[config.mk]
export PLATFORM = sky130hd
export DESIGN_NAME = mac_seq
export DESIGN_NICKNAME = d
export VERILOG_FILES = /design/src/rtl/mac_seq.sv
export SDC_FILE = /design/constraint.sdc
export NUM_CORES = 2
export LEC_CHECK = 0
export ABC_AREA = 1
export ABC_CLOCK_PERIOD_IN_PS = 9600
export CAP_MARGIN = 20
export CORE_AREA = 5 5 305 307
export CTS_CLUSTER_SIZE = 24
export DETAILED_ROUTE_END_ITERATION = 6
export DIE_AREA = 0 0 310 312
export DONT_BUFFER_PORTS = 1
export SYNTH_ARGS = -nofsm -noshare
export SYNTH_HDL_FRONTEND = slang
export SYNTH_SLANG_ARGS = --single-unit
[constraint.sdc]
create_clock -name clk -period 9.6 [get_ports clk]
set_clock_uncertainty 0.2 [all_clocks]
set_input_delay 1.44 -clock clk [delete_from_list [all_inputs] [get_ports clk]]
set_output_delay 1.44 -clock clk [all_outputs]
set_load 0.02 [all_outputs]
[src/rtl/mac_seq.sv]
// Sequential signed multiply-accumulate engine: takes a job of len (A,X) pairs,
// folds each pair into acc with a halving MAC step, then presents the result.
module mac_seq #(
   parameter int N  = 32,
   parameter int LW = 5
) (
   input  logic          clk,
   input  logic          rst,
   input  logic          start,
   input  logic [LW-1:0] len,
   input  logic [N-1:0]  y_init,
   input  logic          abort,
   input  logic          in_valid,
   output logic          in_ready,
   input  logic [N-1:0]  in_a,
   input  logic [N-1:0]  in_x,
   output logic          out_valid,
   input  logic          out_ready,
   output logic [N-1:0]  out_y,
   output logic          busy,
   output logic [LW-1:0] count
);

   typedef enum logic [1:0] {
      IDLE = 2'd0,
      RUN  = 2'd1,
      DONE = 2'd2
   } state_t;

   state_t        state, state_n;
   logic [N-1:0]  acc, acc_n;
   logic [LW-1:0] cnt, cnt_n;
   logic [LW-1:0] len_q, len_n;

   logic [2*N-1:0] a_ext, x_ext, prod;
   logic [N-1:0]   h;
   logic [N:0]     s;
   logic [N-1:0]   f;
   logic [LW-1:0]  cnt_inc;

   // Both operands sign-extended to 2N so the low 2N bits of the product are exact.
   always_comb begin
      a_ext = {{N{in_a[N-1]}}, in_a};
      x_ext = {{N{in_x[N-1]}}, in_x};
      prod  = a_ext * x_ext;
      h     = prod[2*N-1:N];
      s     = {h[N-1], h} + {acc[N-1], acc};
      f     = s[N:1];
   end

   assign cnt_inc   = cnt + 1'b1;
   assign in_ready  = (state == RUN) && !abort;
   assign out_valid = (state == DONE);
   assign out_y     = acc;
   assign busy      = (state != IDLE);
   assign count     = cnt;

   always_comb begin
      state_n = state;
      acc_n   = acc;
      cnt_n   = cnt;
      len_n   = len_q;
      case (state)
         IDLE: begin
            if (start) begin
               len_n   = len;
               acc_n   = y_init;
               cnt_n   = '0;
               state_n = (len == '0) ? DONE : RUN;
            end
         end
         RUN: begin
            if (in_valid && in_ready) begin
               acc_n = f;
               cnt_n = cnt_inc;
               if (cnt_inc == len_q) state_n = DONE;
            end
         end
         DONE: begin
            if (out_ready) state_n = IDLE;
         end
         default: state_n = IDLE;
      endcase
      // abort overrides whatever the state case decided, including an IDLE start
      if (abort) begin
         state_n = IDLE;
         cnt_n   = '0;
         acc_n   = (state == IDLE) ? acc : acc_n;
         len_n   = (state == IDLE) ? len_q : len_n;
      end
   end

   always_ff @(posedge clk) begin
      if (rst) begin
         state <= IDLE;
         acc   <= '0;
         cnt   <= '0;
         len_q <= '0;
      end else begin
         state <= state_n;
         acc   <= acc_n;
         cnt   <= cnt_n;
         len_q <= len_n;
      end
   end

endmodule

# Word-level counts from Yosys, hierarchy flattened
# Cells that the tools add are included.
# totals
ff_bits	44
latchBits	0
ram_bits	0
rom_bits	0
inputBits	107
mem_count	0
# op_classes
add_sub_neg	2
mul	1
div	0
magnitude_cmp	0
n_eq_ne	8
shifts	0
mux	18
n_bitwise	0
reduce_logical	10
# op_table
cell	n
32-bit two-way mux	4
32-bit by 32-bit multiplier with 64-bit output	1
32-bit one-hot mux with 2 select lines	1
32-bit by 32-bit adder with 33-bit output	1
5-bit two-way mux	6
2-bit two-way mux	5
5-bit one-hot mux with 2 select lines	1
2-bit by 1-bit inequality test with 1-bit output (second input constant)	3
2-bit one-hot mux with 3 select lines	1
5-bit by 1-bit adder with 5-bit output (second input constant)	1
5-bit equality test	1
5-bit logical NOT	1
2-bit inequality test (second input constant)	2
4-bit AND reduction	1
2-bit nonzero test	2
3-bit AND reduction	1
2-bit by 1-bit equality test with 1-bit output (second input constant)	1
2-bit equality test (second input constant)	1
1-bit logical AND	2
2-bit logical NOT	1
2-bit OR reduction	1
1-bit logical NOT	1

# Depth between registers and ports, before layout
# logic_depth
depth_word	7
mapped_depth	49
depth_no_buf	48

# Least setup slack after synthesis
# No wires, ideal clock.
# synth_timing
path_kind	in2reg
startpoint	in in_a[31]
endpoint	reg acc[31], in the netlist out_y[31]
setup_time_ps	70
arrival_time_ps	9535
setup_slack_ps	-205
cell_stages	38
cell_sequence	clkbuf_1 > nand2_1 > inv_1 > fa_1 > fa_1 > inv_1 > fa_1 > inv_1 > fa_1 > inv_1 > fa_1 > inv_1 > fa_1 > inv_1 > fa_1 > inv_1 > fa_1 > ha_1 > (+2 left out) > inv_1 > nor2_1 > inv_1 > nor2_1 > inv_1 > o221ai_1 > a41oi_1 > xnor2_1 > ha_1 > inv_1 > nor3_1 > inv_1 > nor2_1 > nand3_1 > o21ai_1 > xor2_1 > nand2_1 > a21oi_1
# synth_between
elab_chain_cells	6
# synth_rtl
item	line	text
start, declared	15	input logic [N-1:0] in_a,
32-bit by 32-bit multiplier with 64-bit output *	45	prod = a_ext * x_ext;
32-bit by 32-bit adder with 33-bit output *	47	s = {h[N-1], h} + {acc[N-1], acc};
32-bit two-way mux *	73	if (in_valid && in_ready) begin
32-bit one-hot mux with 2 select lines *	63	case (state)
32-bit two-way mux	88	acc_n = (state == IDLE) ? acc : acc_n;
32-bit two-way mux *	85	if (abort) begin
end signal, assigned	101	acc <= acc_n;
end, declared	31	logic [N-1:0] acc, acc_n;
# Every way passes the cells marked *; elsewhere a longest branch is shown, timed or not. The select of a mux whose other input is x is not followed.
# A chain may end at the register's enable or synchronous reset.

# Worst setup path in the final report
# layout_timing
startpoint	in in_x[20]
endpoint	reg acc[23], in the netlist out_y[23]
# layout_between
elab_chain_cells	6
# layout_rtl
item	line	text
start, declared	16	input logic [N-1:0] in_x,
32-bit by 32-bit multiplier with 64-bit output *	45	
32-bit by 32-bit adder with 33-bit output *	47	
32-bit two-way mux *	73	
32-bit one-hot mux with 2 select lines *	63	
32-bit two-way mux	88	
32-bit two-way mux *	85	
# Marks and branches as above.

==> summary.txt <==
Synth
  • Distinct cells, synth: 39
  • Mean area per synthesized cell: 8.00 sq um
  • Top_reg_cell synth: dfxtp_1
  • Syn nets: 6424
  • Seq/Total Area, Yosys: between 2 and 2.5%
  • Yosys reg bits: 44
  • EDFF count, synth: 0
  • Asr flop ratio synth: 0%
  • Synthesized cell area: 40200 sq um
  • Synth Warn #: 0
  • Gate Count Post-Synth: 5017

Die
  • Die Y: 312 microns
  • Initial core utilization: 44.7%
  • Rows: 110
  • Core Footprint: about 90000 sq um
  • IO Pins: approximately 150
  • Full die area: 96700 sq um
  • Die span in x: between 300 and 400 microns

Routing
  • Vias per cell: 4.95
  • Via count: just over 30000
  • Drt first-iter violations: 1626
  • Post-route DRC violation count: 0
  • DR WL/cell: 17.4 microns
  • Antenna-violating nets left: 0
  • DRT Pass-1 Iters: 5
  • Routed wire length: 109 mm

Clock network
  • Htree depth: 2
  • Count of clock tree sinks: 44
  • Root Driver: clkbuf_16
  • CTS Buf Count: 5
  • CTS tree: yes
  • Clk buf depth: 2
  • Clk slew on worst S/H paths: 70 ps
  • Latest clock arrival within the worst-skew pair: 300 ps

STA
  • Final hold violations: 0
  • RSZ-0062 raised after global routing: true
  • Period minus WS final: 9320 ps
  • Rel. slew slack: 31.5%
  • Max Slew Vio Count: 0
  • Actual slew at the worst max-slew pin: between 1000 and 1500 ps
  • FMAX: about 110 MHz
  • Final setup fails: 0
  • Final worst-path cycle share: between 90 and 100%

Final layout
  • Fin util: 48.9%
  • Ratio of cells with drive above 1 in the final layout: 8.93%
  • Most common cell after layout, fill and taps aside: inv_1
  • Nets: 6489
  • Layout area overhead: 9.28%
  • Commonest cells after routing, fill and taps aside: inv_1, nand2_1, fa_1

Setup path
  • CP max-delay cell: fa_1
  • Crit path largest cell delay: 600 ps
  • Req. time, crit path: 9590 ps
  • CP Class: in -> reg
  • Worst Setup Start Kind: input port
  • Data arrival, critical path: 9310 ps
  • Worst-path maximum fanout: 32
  • Worst path most repeated cell: nand2_1
  • CP Capture Type: flop

Worst hold path
  • HP Class: reg -> reg

GRT
  • Gr usage total: 22.9%
  • First-pass GRT wire length: roughly 180 mm
  • Number of global-route vias before repair: 33800
  • Initial antenna violation count: 1
  • Largest net degree at the start of global routing: 54
  • GRT overflow: 0

Outcome
  • Status: complete, no violations

Place
  • Placed wire-length estimate: 90.9 mm
  • Routability cong.: 0.898
  • # port buffers: 0

Flow run
  • Max-cap violations: 0
[state kept, by name, indices dropped and copies added (netlist names)]
register and cells:
out_y 32, count 5, len_q 5, state 2
[repair_timing]
item / CTS / global route
endpoints found under the setup margin: 3 / 21
hold buffers: 0 / 0
pin swaps: 0 / 72
resized for setup: 3 / 180
setup buffers: 1 / 16
[metrics by stage]
step	instance area, sq um	instances	worst slack, ps	hold WS (ps)	setup TNS, ps
detailed placement	42800	6236	-612	253	-2940
global route	43900	6260	-80.6	290	-303
CTS	43000	6245	0.973	264	0
global placement	42800	6236	-545	249	-2530
finish	43900	6261	284	261	0
floorplan	40200	5017	1.17	234	0
[worst paths after layout]
check	start	endpoint	slack (ps)	cells past startpoint
worst min-delay path	len_q[0]	len_q[0]	260	2
worst max register to register	state[0]	out_y[25]	5750	12
worst min register to register	len_q[0]	len_q[0]	260	2
worst max-delay path	in_x[20]	out_y[23]	280	40
[critical path, delay by kind of cell]
family	cells	cell delay (ps)
adder cells (fa/ha/maj)	10	4630
AO/OA/AOI/OAI	7	970
XOR/XNOR	1	170
buffers and inverters	8	670
AND/OR/NAND/NOR	14	1360
[layout make-up]
cell class,count,area (sq um)
Clock inverter,3,47.5
Timing Repair Buffer,266,2030
Antenna cell,2,5.00
Fill cell,8838,45900
Tap cell,1176,1470
Clock buffer,5,125
Sequential cell,44,881
Inverter,1558,5850
Multi-Input combinational cell,3207,33500
[cells by family after synthesis]
family | synth area share [%]
adder cells (fa/ha/maj) | 60.7
AND/OR/NAND/NOR | 14.4
AO/OA/AOI/OAI | 4.63
buffers and inverters | 16.5
XOR/XNOR | 1.48
flip-flops | 2.19
[Yosys cell counts (2+ instances only)]
cell type,n,area (sq um)
fa_1,1082,21700
o2111ai_1,2,17.5
o31ai_1,2,15.0
o21a_1,6,45.0
a31oi_1,27,169
o21ai_2,6,52.6
nand4_1,6,37.5
a21o_1,5,37.5
o211a_1,3,30.0
o21bai_1,3,22.5
o21ai_1,19,95.1
o21ai_0,66,330
or2_2,12,75.1
a21oi_1,165,826
clkbuf_1,205,769
o211ai_1,7,52.6
inv_2,6,22.5
nand3_1,44,220
inv_1,1552,5830
a21oi_2,2,17.5
nor4_1,2,12.5
a211oi_1,4,30.0
dfxtp_1,44,881
nor3_1,14,70.1
nor2_1,192,721
and3_1,2,12.5
xnor2_1,26,228
o21bai_2,2,22.5
o221ai_1,7,61.3
ha_1,218,2730
buf_1,3,11.3
a2111oi_0,2,17.5
nand2_1,1234,4630
xor2_1,42,368
[metal layers]
metal / global-route usage (%) / routed length (microns) / part of all wire (%) / vias up
li1: - / - / - / 14200
met1: 29.1 / 43400 / 40 / 15900
met2: 42.3 / 57400 / 53 / 750
met3: 2.12 / 4660 / 4.3 / 212
met4: 5.42 / 3240 / 3.0 / 0
met5: 0 / 0 / 0 / -
Power is left out: the tool's default activity adds up to more than one toggle a clock period on the data nets, which glitch-free logic cannot reach.
